### config.mk
export PLATFORM = sky130hd
export DESIGN_NAME = addr_gen_hc_multi_flat
export DESIGN_NICKNAME = d
export VERILOG_FILES = /design/src/rtl/addr_gen_hc_multi_if.sv /design/src/rtl/addr_gen_hc_multi.sv /design/src/flat_wrapper.sv
export SDC_FILE = /design/constraint.sdc
export NUM_CORES = 1
export LEC_CHECK = 0
export ABC_AREA = 1
export BUFFER_PORTS_ARGS = -buffer_cell sky130_fd_sc_hd__buf_2
export CAP_MARGIN = 40
export CORE_UTILIZATION = 55
export CTS_CLUSTER_SIZE = 20
export DETAILED_ROUTE_END_ITERATION = 10
export PLACE_DENSITY = 0.81
export SLEW_MARGIN = 30
export SYNTH_ARGS = -nofsm -noshare
export SYNTH_HDL_FRONTEND = slang
export SYNTH_SLANG_ARGS = --single-unit
### constraint.sdc
create_clock -name clk -period 2.6 [get_ports clk]
set_input_delay 0.52 -clock clk [delete_from_list [all_inputs] [get_ports clk]]
set_output_delay 0.52 -clock clk [all_outputs]
set_load 0.05 [all_outputs]
### src/rtl/addr_gen_hc_multi_if.sv
// Handshake and address bus between the H/C read-address generator and its consumer.
// Both sides advance on i_en; the generator reports each run's progress on busy/done.
interface addr_gen_hc_multi_if #(
    parameter int ADDR_WIDTH = 12,
    parameter int NUM_LANE   = 2
);
    logic                           i_en;
    logic                           i_start;
    logic                           i_dir;
    logic                           o_busy;
    logic                           o_done;
    logic                           o_valid_h;
    logic [ADDR_WIDTH-1:0]          o_addr_h;
    logic                           o_valid_c;
    logic [NUM_LANE*ADDR_WIDTH-1:0] o_addr_c;

    modport master (
        output i_en, i_start, i_dir,
        input  o_busy, o_done, o_valid_h, o_addr_h, o_valid_c, o_addr_c
    );

    modport slave (
        input  i_en, i_start, i_dir,
        output o_busy, o_done, o_valid_h, o_addr_h, o_valid_c, o_addr_c
    );
endinterface

### src/rtl/addr_gen_hc_multi.sv
// Read-address generator for the LSTM H and C state memories.
// Every timestep and cell group: stream the h addresses, wait for the MAC pipeline, then read the c lanes.
//
// state      | meaning
// S_IDLE     | waiting for i_start
// S_STREAM_H | issuing h address t*NUM_CELL + k
// S_WAIT     | idle DELAY cycles while the MAC pipeline drains
// S_READ_C   | one cycle of NUM_LANE parallel c addresses
// S_DONE     | one-cycle completion pulse
module addr_gen_hc_multi #(
    parameter int ADDR_WIDTH = 12,
    parameter int TIMESTEP   = 7,
    parameter int NUM_CELL   = 8,
    parameter int NUM_LANE   = 2,
    parameter int DELAY      = 48
) (
    input logic                clk,
    input logic                rst,
    addr_gen_hc_multi_if.slave bus
);
    localparam int NUM_GRP = NUM_CELL / NUM_LANE;
    localparam int KW = (NUM_CELL > 1) ? $clog2(NUM_CELL) : 1;
    localparam int WW = (DELAY > 1) ? $clog2(DELAY) : 1;
    localparam int GW = (NUM_GRP > 1) ? $clog2(NUM_GRP) : 1;
    localparam int TW = (TIMESTEP > 1) ? $clog2(TIMESTEP) : 1;

    localparam logic [KW-1:0] K_LAST = KW'(NUM_CELL - 1);
    localparam logic [WW-1:0] W_LAST = WW'((DELAY > 0) ? DELAY - 1 : 0);
    localparam logic [GW-1:0] G_LAST = GW'(NUM_GRP - 1);
    localparam logic [TW-1:0] T_LAST = TW'(TIMESTEP - 1);
    localparam logic [ADDR_WIDTH-1:0] NC_A = ADDR_WIDTH'(NUM_CELL);
    localparam logic [ADDR_WIDTH-1:0] NL_A = ADDR_WIDTH'(NUM_LANE);

    typedef enum logic [2:0] {
        S_IDLE,
        S_STREAM_H,
        S_WAIT,
        S_READ_C,
        S_DONE
    } state_t;

    state_t state, state_nxt;
    logic [KW-1:0] k, k_nxt;
    logic [WW-1:0] w, w_nxt;
    logic [GW-1:0] g, g_nxt;
    logic [TW-1:0] t, t_nxt;
    logic          dir, dir_nxt;
    logic [TW-1:0] t_last;

    logic                           busy, busy_nxt;
    logic                           done, done_nxt;
    logic                           valid_h, valid_h_nxt;
    logic                           valid_c, valid_c_nxt;
    logic [ADDR_WIDTH-1:0]          addr_h, addr_h_nxt;
    logic [ADDR_WIDTH-1:0]          base_nxt;
    logic [NUM_LANE*ADDR_WIDTH-1:0] addr_c, addr_c_nxt;

    assign t_last = dir ? '0 : T_LAST;

    always_ff @(posedge clk) begin
        if (rst) begin
            state   <= S_IDLE;
            k       <= '0;
            w       <= '0;
            g       <= '0;
            t       <= '0;
            dir     <= 1'b0;
            busy    <= 1'b0;
            done    <= 1'b0;
            valid_h <= 1'b0;
            valid_c <= 1'b0;
            addr_h  <= '0;
            addr_c  <= '0;
        end else if (bus.i_en) begin
            state   <= state_nxt;
            k       <= k_nxt;
            w       <= w_nxt;
            g       <= g_nxt;
            t       <= t_nxt;
            dir     <= dir_nxt;
            busy    <= busy_nxt;
            done    <= done_nxt;
            valid_h <= valid_h_nxt;
            valid_c <= valid_c_nxt;
            addr_h  <= addr_h_nxt;
            addr_c  <= addr_c_nxt;
        end
    end

    always_comb begin
        state_nxt = state;
        k_nxt     = k;
        w_nxt     = w;
        g_nxt     = g;
        t_nxt     = t;
        dir_nxt   = dir;

        case (state)
            S_IDLE: begin
                if (bus.i_start) begin
                    dir_nxt   = bus.i_dir;
                    t_nxt     = bus.i_dir ? T_LAST : '0;
                    g_nxt     = '0;
                    k_nxt     = '0;
                    state_nxt = S_STREAM_H;
                end
            end
            S_STREAM_H: begin
                if (k == K_LAST) begin
                    w_nxt     = '0;
                    state_nxt = (DELAY == 0) ? S_READ_C : S_WAIT;
                end else begin
                    k_nxt = k + KW'(1);
                end
            end
            S_WAIT: begin
                if (w == W_LAST) state_nxt = S_READ_C;
                else             w_nxt     = w + WW'(1);
            end
            S_READ_C: begin
                k_nxt = '0;
                if (g != G_LAST) begin
                    g_nxt     = g + GW'(1);
                    state_nxt = S_STREAM_H;
                end else if (t != t_last) begin
                    g_nxt     = '0;
                    t_nxt     = dir ? t - TW'(1) : t + TW'(1);
                    state_nxt = S_STREAM_H;
                end else begin
                    state_nxt = S_DONE;
                end
            end
            S_DONE:  state_nxt = S_IDLE;
            default: state_nxt = S_IDLE;
        endcase

        // Outputs are derived from the next-cycle counters so they register alongside the state.
        base_nxt    = ADDR_WIDTH'(t_nxt) * NC_A;
        valid_h_nxt = (state_nxt == S_STREAM_H);
        valid_c_nxt = (state_nxt == S_READ_C);
        done_nxt    = (state_nxt == S_DONE);
        busy_nxt    = (state_nxt != S_IDLE);
        addr_h_nxt  = valid_h_nxt ? base_nxt + ADDR_WIDTH'(k_nxt) : addr_h;
        addr_c_nxt  = addr_c;
        if (valid_c_nxt) begin
            for (int l = 0; l < NUM_LANE; l++) begin
                addr_c_nxt[l*ADDR_WIDTH +: ADDR_WIDTH] =
                    base_nxt + ADDR_WIDTH'(g_nxt) * NL_A + ADDR_WIDTH'(l);
            end
        end
    end

    assign bus.o_busy    = busy;
    assign bus.o_done    = done;
    assign bus.o_valid_h = valid_h;
    assign bus.o_addr_h  = addr_h;
    assign bus.o_valid_c = valid_c;
    assign bus.o_addr_c  = addr_c;
endmodule

### src/flat_wrapper.sv
// flat-port wrapper written by rule: the top's interface ports become plain ports
module addr_gen_hc_multi_flat 
#(
    parameter int ADDR_WIDTH = 12,
    parameter int TIMESTEP   = 7,
    parameter int NUM_CELL   = 8,
    parameter int NUM_LANE   = 2,
    parameter int DELAY      = 48
)
  (clk, rst, bus_i_en, bus_i_start, bus_i_dir, bus_o_busy, bus_o_done, bus_o_valid_h, bus_o_addr_h, bus_o_valid_c, bus_o_addr_c);
  addr_gen_hc_multi_if #(.ADDR_WIDTH(ADDR_WIDTH), .NUM_LANE(NUM_LANE)) bus_i ();
  input logic clk;
  input logic rst;
  input wire logic [$bits(bus_i.i_en)-1:0] bus_i_en;
  input wire logic [$bits(bus_i.i_start)-1:0] bus_i_start;
  input wire logic [$bits(bus_i.i_dir)-1:0] bus_i_dir;
  output wire logic [$bits(bus_i.o_busy)-1:0] bus_o_busy;
  output wire logic [$bits(bus_i.o_done)-1:0] bus_o_done;
  output wire logic [$bits(bus_i.o_valid_h)-1:0] bus_o_valid_h;
  output wire logic [$bits(bus_i.o_addr_h)-1:0] bus_o_addr_h;
  output wire logic [$bits(bus_i.o_valid_c)-1:0] bus_o_valid_c;
  output wire logic [$bits(bus_i.o_addr_c)-1:0] bus_o_addr_c;
  assign bus_i.i_en = bus_i_en;
  assign bus_i.i_start = bus_i_start;
  assign bus_i.i_dir = bus_i_dir;
  assign bus_o_busy = bus_i.o_busy;
  assign bus_o_done = bus_i.o_done;
  assign bus_o_valid_h = bus_i.o_valid_h;
  assign bus_o_addr_h = bus_i.o_addr_h;
  assign bus_o_valid_c = bus_i.o_valid_c;
  assign bus_o_addr_c = bus_i.o_addr_c;
  addr_gen_hc_multi #(.ADDR_WIDTH(ADDR_WIDTH), .TIMESTEP(TIMESTEP), .NUM_CELL(NUM_CELL), .NUM_LANE(NUM_LANE), .DELAY(DELAY)) u_core (.clk(clk), .rst(rst), .bus(bus_i));
endmodule
==> reports/results.ini, run 1 <==
[synth]
syn_area_per_cell_sq_um=6.79
synth_area_sq_um=2120
ys_types=34
ys_seq_elements=34
dominantRegCellSynth=dfxtp_1
synthCells=312
synth-edff-count=0
yosysWarnings=0
synth-async-reset-ratio_pct=0
synth-seq-area-share_pct=32.2

[detailed_routing]
dr.pass1.iters=4
drt_first_iter_violations=124
met1Wirelength_mm=1.95
wl_per_cell_um=11.1
top_layer_used=met4
via_count=1890
postRouteAntennaNets=0
wl_met2_mm=2.02
drt-vias-per-instance=4.96
wirelength_mm=4.21
dr_wl_met3_um=171
drc=0

[critical_path]
critPathLaunchType=flip-flop
critPathKind=reg -> reg
crit_fanout=4
cp.arrival_ns=1.85
end_kind=flip-flop
required_ns=2.77

[placement]
dpl_worst_slack_ns=0.896
port_buffers=25
place_congestion=0.838
hpwl_mm=3.09

[timing]
finClkSkew_ns=0.00734
drv_slew=0
finalSetupTns_ns=0
rsz0062_at_grt=false
finalHoldViolations=0
finalCritPeriodShare_pct=64.6
finalHoldWorstSlack_ns=0.460
worst_pin_slew_ns=0.530
slew_headroom_pct=64.6
setup_viol=0
period_needed_ns=1.68
fmax_mhz=596
setup_ws_ns=0.921

[floorplanning]
fp.dieArea_sq_um=4100
die_h_um=64.0
start_util_pct=57.4
fp.dieW_um=64.0
row_count=22
ios=45
core_area_sq_um=3690

[clock_tree]
cts_max_path_buffers=2
clk_latency_ns=0.29
cts_setup_buffers=0
cts_hold_buf=0
cts-buffers-inserted=5
cts-resized-gates=0
cts_tree=built
cts_sinks=34
clock-root-buffer=clkbuf_8
path_clk_slew_ns=0.07
htreeDepth=2

[power]
p_switching_mw=0.466
p_int_mw=0.840
power.share.combinational_pct=25.3
swShare_pct=35.7
power.density_nw_per_um2=582
pwr-share-seq_pct=43.6
power_mw=1.31
peakVddDrop_mv=0.396
p_leak_nw=1.18
p_clk_share_pct=31.0

[final_layout]
drive_above_1_share_pct=16.2
antenna_cells=0
finalNetCount=343
fin_util_pct=60.9
area.growth.synth_to_final_pct=6.09

[global_route]
grt-ovfl-total=0
grt_pass1_wl_mm=7.20
grt_max_degree=20
grt_usage_pct=22.7
antenna_found_initial=0
grt_pass1_vias=1704

[run]
drv_cap=0

[outcome]
outcome=complete, no violations

[worst_hold_path]
hp-class=reg -> reg

placed cells by master, fill, tap and decap left out, types with 3 or more instances in the layout:
| cell | n |
|---|---|
| nand4_1 | 4 |
| nor2_4 | 3 |
| ha_1 | 5 |
| o21ai_0 | 11 |
| nand2_4 | 3 |
| nor2_1 | 34 |
| clkbuf_8 | 6 |
| conb_1 | 19 |
| buf_2 | 25 |
| inv_1 | 35 |
| nand2_2 | 5 |
| nand3_1 | 25 |
| dfxtp_1 | 34 |
| a21oi_1 | 22 |
| inv_2 | 4 |
| nand2_1 | 78 |
synthesized netlist by cell type, types with 2 or more instances:
cell	n	area share, %
a21oi_1	22	5.2
buf_4	24	8.5
clkbuf_1	4	0.71
dfxtp_1	34	32
ha_1	5	3.0
inv_1	35	6.2
inv_2	4	0.71
nand2_1	78	14
nand2_2	5	1.5
nand2_4	3	1.6
nand3_1	25	5.9
nand3b_1	2	0.71
nand4_1	4	1.2
nor2_1	34	6.0
nor2_2	2	0.59
nor2_4	3	1.6
o21ai_0	11	2.6
power by group through the flow:
stage	logic (mW)	clock network, mW	registers [mW]
detailed placement	0.331	0	0.582
CTS	0.332	0.411	0.570
global route	0.364	0.432	0.573
finish	0.331	0.406	0.570
floorplan	0.256	0	0.629
global placement	0.325	0	0.581
metrics by stage:
step / std cells / cell area [sq um]
final: 381 / 2250
after global routing: 381 / 2250
after CTS: 381 / 2250
after detailed placement: 373 / 2150
after global placement: 373 / 2150
after floorplan: 330 / 2180
path summary, 6_finish.rpt:
path | startpoint | endpoint | slack, ns | cells after the start
setup / recovery | u_core.w[0] | u_core.bus.o_addr_c[13] | 0.92 | 8
hold reg to reg | u_core.bus.o_valid_c | u_core.bus.o_valid_c | 0.46 | 2
setup reg to reg | u_core.w[0] | u_core.bus.o_addr_c[13] | 0.92 | 8
hold / removal | u_core.bus.o_valid_c | u_core.bus.o_valid_c | 0.46 | 2
flip-flops by register name, indices dropped and copies added, names as in the netlist, 2 cells and up:
name / count
u_core.k: 3
u_core.bus.o_addr_c: 6
u_core.t: 3
u_core.g: 2
u_core.state: 3
u_core.bus.o_addr_h: 6
u_core.w: 6
cell families after synthesis:
family | Yosys count | synth area share [%]
simple gates | 160 | 34.8
buf+inv | 70 | 17.9
compound gates | 40 | 10.7
flops | 34 | 32.2
fa+ha+maj | 6 | 3.90
xor+xnor | 1 | 0.414
other cells | 1 | 0.177
worst max-delay path: stages, from the launching register on:
cell	delay [ns]
dfxtp_1	0.38
ha_1	0.20
nand3_1	0.13
nor2_1	0.17
nand3_1	0.17
nor2_1	0.27
inv_1	0.12
nand2_1	0.07
a21oi_1	0.05
final cells by class:
cell class / instances / area [sq um]
Fill cell: 375 / 1440
Sequential cell: 34 / 681
Inverter: 40 / 164
Multi-Input combinational cell: 226 / 1120
Clock buffer: 7 / 86.3
Timing Repair Buffer: 25 / 125
Clock inverter: 1 / 5.00
Tap cell: 48 / 60.1
layer usage:
layer	vias up	global-route usage, %
met5	-	0
met4	0	10.5
met3	8	4.11
met2	37	38.0
met1	865	27.9
li1	980	-
Power figures use the tool's default switching activity.
==> run 2, diff against run 1 <==
--- a/config.mk
+++ b/config.mk
@@ -5,13 +5,13 @@
 export SDC_FILE = /design/constraint.sdc
 export NUM_CORES = 1
 export LEC_CHECK = 0
-export ABC_AREA = 1
+export ABC_AREA = 0
 export BUFFER_PORTS_ARGS = -buffer_cell sky130_fd_sc_hd__buf_2
 export CAP_MARGIN = 40
-export CORE_UTILIZATION = 55
+export CORE_UTILIZATION = 49
 export CTS_CLUSTER_SIZE = 20
 export DETAILED_ROUTE_END_ITERATION = 10
-export PLACE_DENSITY = 0.81
+export PLACE_DENSITY = 0.77
 export SLEW_MARGIN = 30
 export SYNTH_ARGS = -nofsm -noshare
 export SYNTH_HDL_FRONTEND = slang
==> constraint.sdc (replaced) <==
create_clock -name clk -period 1.51 [get_ports clk]
set_input_delay 0.302 -clock clk [delete_from_list [all_inputs] [get_ports clk]]
set_output_delay 0.302 -clock clk [all_outputs]
set_load 0.05 [all_outputs]
==> run 2 against run 1 <==
The run now ends with setup timing left; setup slack worse by 1.4 ns; global-route usage is 10 points higher; clock power up 95%; synthesized cell count decreased by 29%; routed wire length increased by 70%; combinational power increased by 48%; area after synthesis down 5.0%; maximum frequency is 17% lower; cell area up 34%; final cell count fell by 8.7%; total power up 70%; critical endpoint is now u_core.bus.o_addr_c[5]; largest cell class unchanged; largest power group unchanged.
==> reports/results.ini, run 2 <==
[synth]
netlist_top_cells_area=dfxtp_1, buf_4, mux2i_1
dominantRegCellSynth=dfxtp_1
synthCells=223
synth-seq-area-share_pct=33.8
ys_types=58
synth_area_sq_um=2010
ys_seq_elements=34
syn_area_per_cell_sq_um=9.02
synth_common_cells=dfxtp_1, buf_4, a21oi_1
synth-edff-count=0
synth-async-reset-ratio_pct=0
yosysWarnings=0
yosysTopAreaCellShare_pct=33.8
yosysMostFrequentCell=dfxtp_1
yosysTopAreaCell=dfxtp_1

[floorplanning]
fp.dieArea_sq_um=4370
fp.dieW_um=66.1
ios=45
die_h_um=66.1
core_area_sq_um=3800
start_util_pct=53.0
row_count=22

[placement]
placed_area_sq_um=2500
place_congestion=0.861
hpwl_mm=3.61
place_inst=329
port_buffers=25

[power]
power.share.combinational_pct=22.1
swShare_pct=32.8
p_leak_nw=1.24
peakVddDrop_mv=0.888
power_mw=2.22
p_int_mw=1.49
pwr-share-seq_pct=42.2
p_clk_share_pct=35.6
power.density_nw_per_um2=736
p_switching_mw=0.727

[global_route]
grt_usage_pct=33.1
grt_pass1_vias=1968
grt_max_degree=20
grt_pass1_wl_mm=10.5
grt-ovfl-total=0
antenna_found_initial=0

[clock_tree]
clk_latency_ns=0.29
cts_tree=built
cts_sinks=34
path_clk_slew_ns=0.08
cts_max_path_buffers=2
cts-buffers-inserted=5
clock-root-buffer=clkbuf_8
htreeDepth=2

[detailed_routing]
via_count=2110
wl_per_cell_um=20.5
drt-vias-per-instance=6.06
postRouteAntennaNets=0
drc=0
wirelength_mm=7.15
dr.pass1.iters=5
drt_first_iter_violations=189

[final_layout]
drive_above_1_share_pct=52.7
area.growth.synth_to_final_pct=49.8
final_common_cell=buf_4
mostFrequentLayoutCells=buf_4, buf_2, dfxtp_1, conb_1, nor2_1
final_area_sq_um=3010
finalNetCount=310
antenna_cells=0
fin_cells=348

[critical_path]
end_kind=flip-flop
cp.arrival_ns=2.19
critPathKind=reg -> reg
critPathLaunchType=flip-flop
required_ns=1.67
crit_fanout=3
rrSetupSlack_ns=-0.52

[timing]
rsz0062_at_grt=true
finalHoldViolations=0
finalSetupTns_ns=-7.18
setup_viol=29
finClkSkew_ns=0.00402
period_needed_ns=2.03
finalCritPeriodShare_pct=135
slew_headroom_pct=64.2
setup_ws_ns=-0.522
worst_pin_slew_ns=0.531
fmax_mhz=492
finalHoldWorstSlack_ns=0.278
drv_slew=0

[outcome]
outcome=finished with violations
failed_checks=setup timing

[worst_hold_path]
hp-class=in -> reg

[run]
drv_cap=0

run 2: cell count changes after synthesis, moves of 4 or more:
cell	change
nand2_1	-65
inv_1	-30
nand3_1	-20
nor2_1	-16
mux2i_1	+11
a211oi_1	+5
nand2_2	-5
inv_2	-4
nor2b_1	+4
run 2: per-stage QoR:
step | worst slack, ns | util, %
2_1_floorplan | -0.278 | -
3_3_place_gp | -0.305 | 65.8
3_5_place_dp | -0.390 | 65.8
4_1_cts | -0.334 | 76.1
5_1_grt | -0.601 | 79.3
6_report | -0.522 | 79.3
run 2: cells by family after synthesis:
| logic type | count (synthesis) | share of synthesized area, % |
|---|---|---|
| compound gates | 60 | 23.0 |
| xor+xnor | 6 | 2.99 |
| fa+ha+maj | 6 | 4.10 |
| buf+inv | 39 | 12.1 |
| flops | 34 | 33.8 |
| mux | 13 | 6.78 |
| other cells | 1 | 0.186 |
| simple gates | 64 | 17.0 |
run 2: timing repair:
item,in CTS,in global routing
buffers inserted,7,5
pin swaps,22,17
endpoints found under the hold margin,0,0
endpoints found under the setup margin,30,30
hold buffers,0,0
resized for setup,50,20
run 2: per-layer routing:
metal / vias to the layer above / wire length (um) / global-route usage [%]
li1: 920 / - / -
met1: 995 / 2700 / 42.6
met2: 153 / 3300 / 52.2
met3: 42 / 707 / 7.07
met4: 0 / 440 / 16.0
met5: - / 0 / 0
run 2: worst paths after layout:
check | startpoint | to | cells past startpoint
setup / recovery | u_core.dir | u_core.bus.o_addr_c[5] | 6
hold / removal | bus_i_dir | u_core.dir | 3
setup reg to reg | u_core.dir | u_core.bus.o_addr_c[5] | 6
hold reg to reg | u_core.bus.o_addr_h[3] | u_core.bus.o_addr_h[3] | 2
run 2: final cells by class:
cell class / instances / area, sq um
clock buffer: 6 / 93.8
clock inverter: 2 / 15.0
inverter: 5 / 18.8
sequential: 34 / 702
fill: 193 / 786
timing repair buffer: 85 / 621
tap: 48 / 60.1
multi-input combinational: 168 / 1500
run 2: power groups by stage:
| stage | Clock, mW | Sequential [mW] | Combinational (mW) |
|---|---|---|---|
| global placement | 0 | 0.952 | 0.393 |
| floorplan | 0 | 0.996 | 0.307 |
| detailed placement | 0 | 0.953 | 0.398 |
| global route | 0.837 | 0.937 | 0.510 |
| finish | 0.790 | 0.936 | 0.491 |
| CTS | 0.792 | 0.934 | 0.450 |
run 2: worst max-delay path, stage by stage, from the launching register on:
cell      delay (ns)
dfxtp_4         0.37
fa_2            0.42
xnor2_1         0.17
a211oi_2        0.27
xor2_1          0.14
a221oi_2        0.37
a311oi_1        0.15
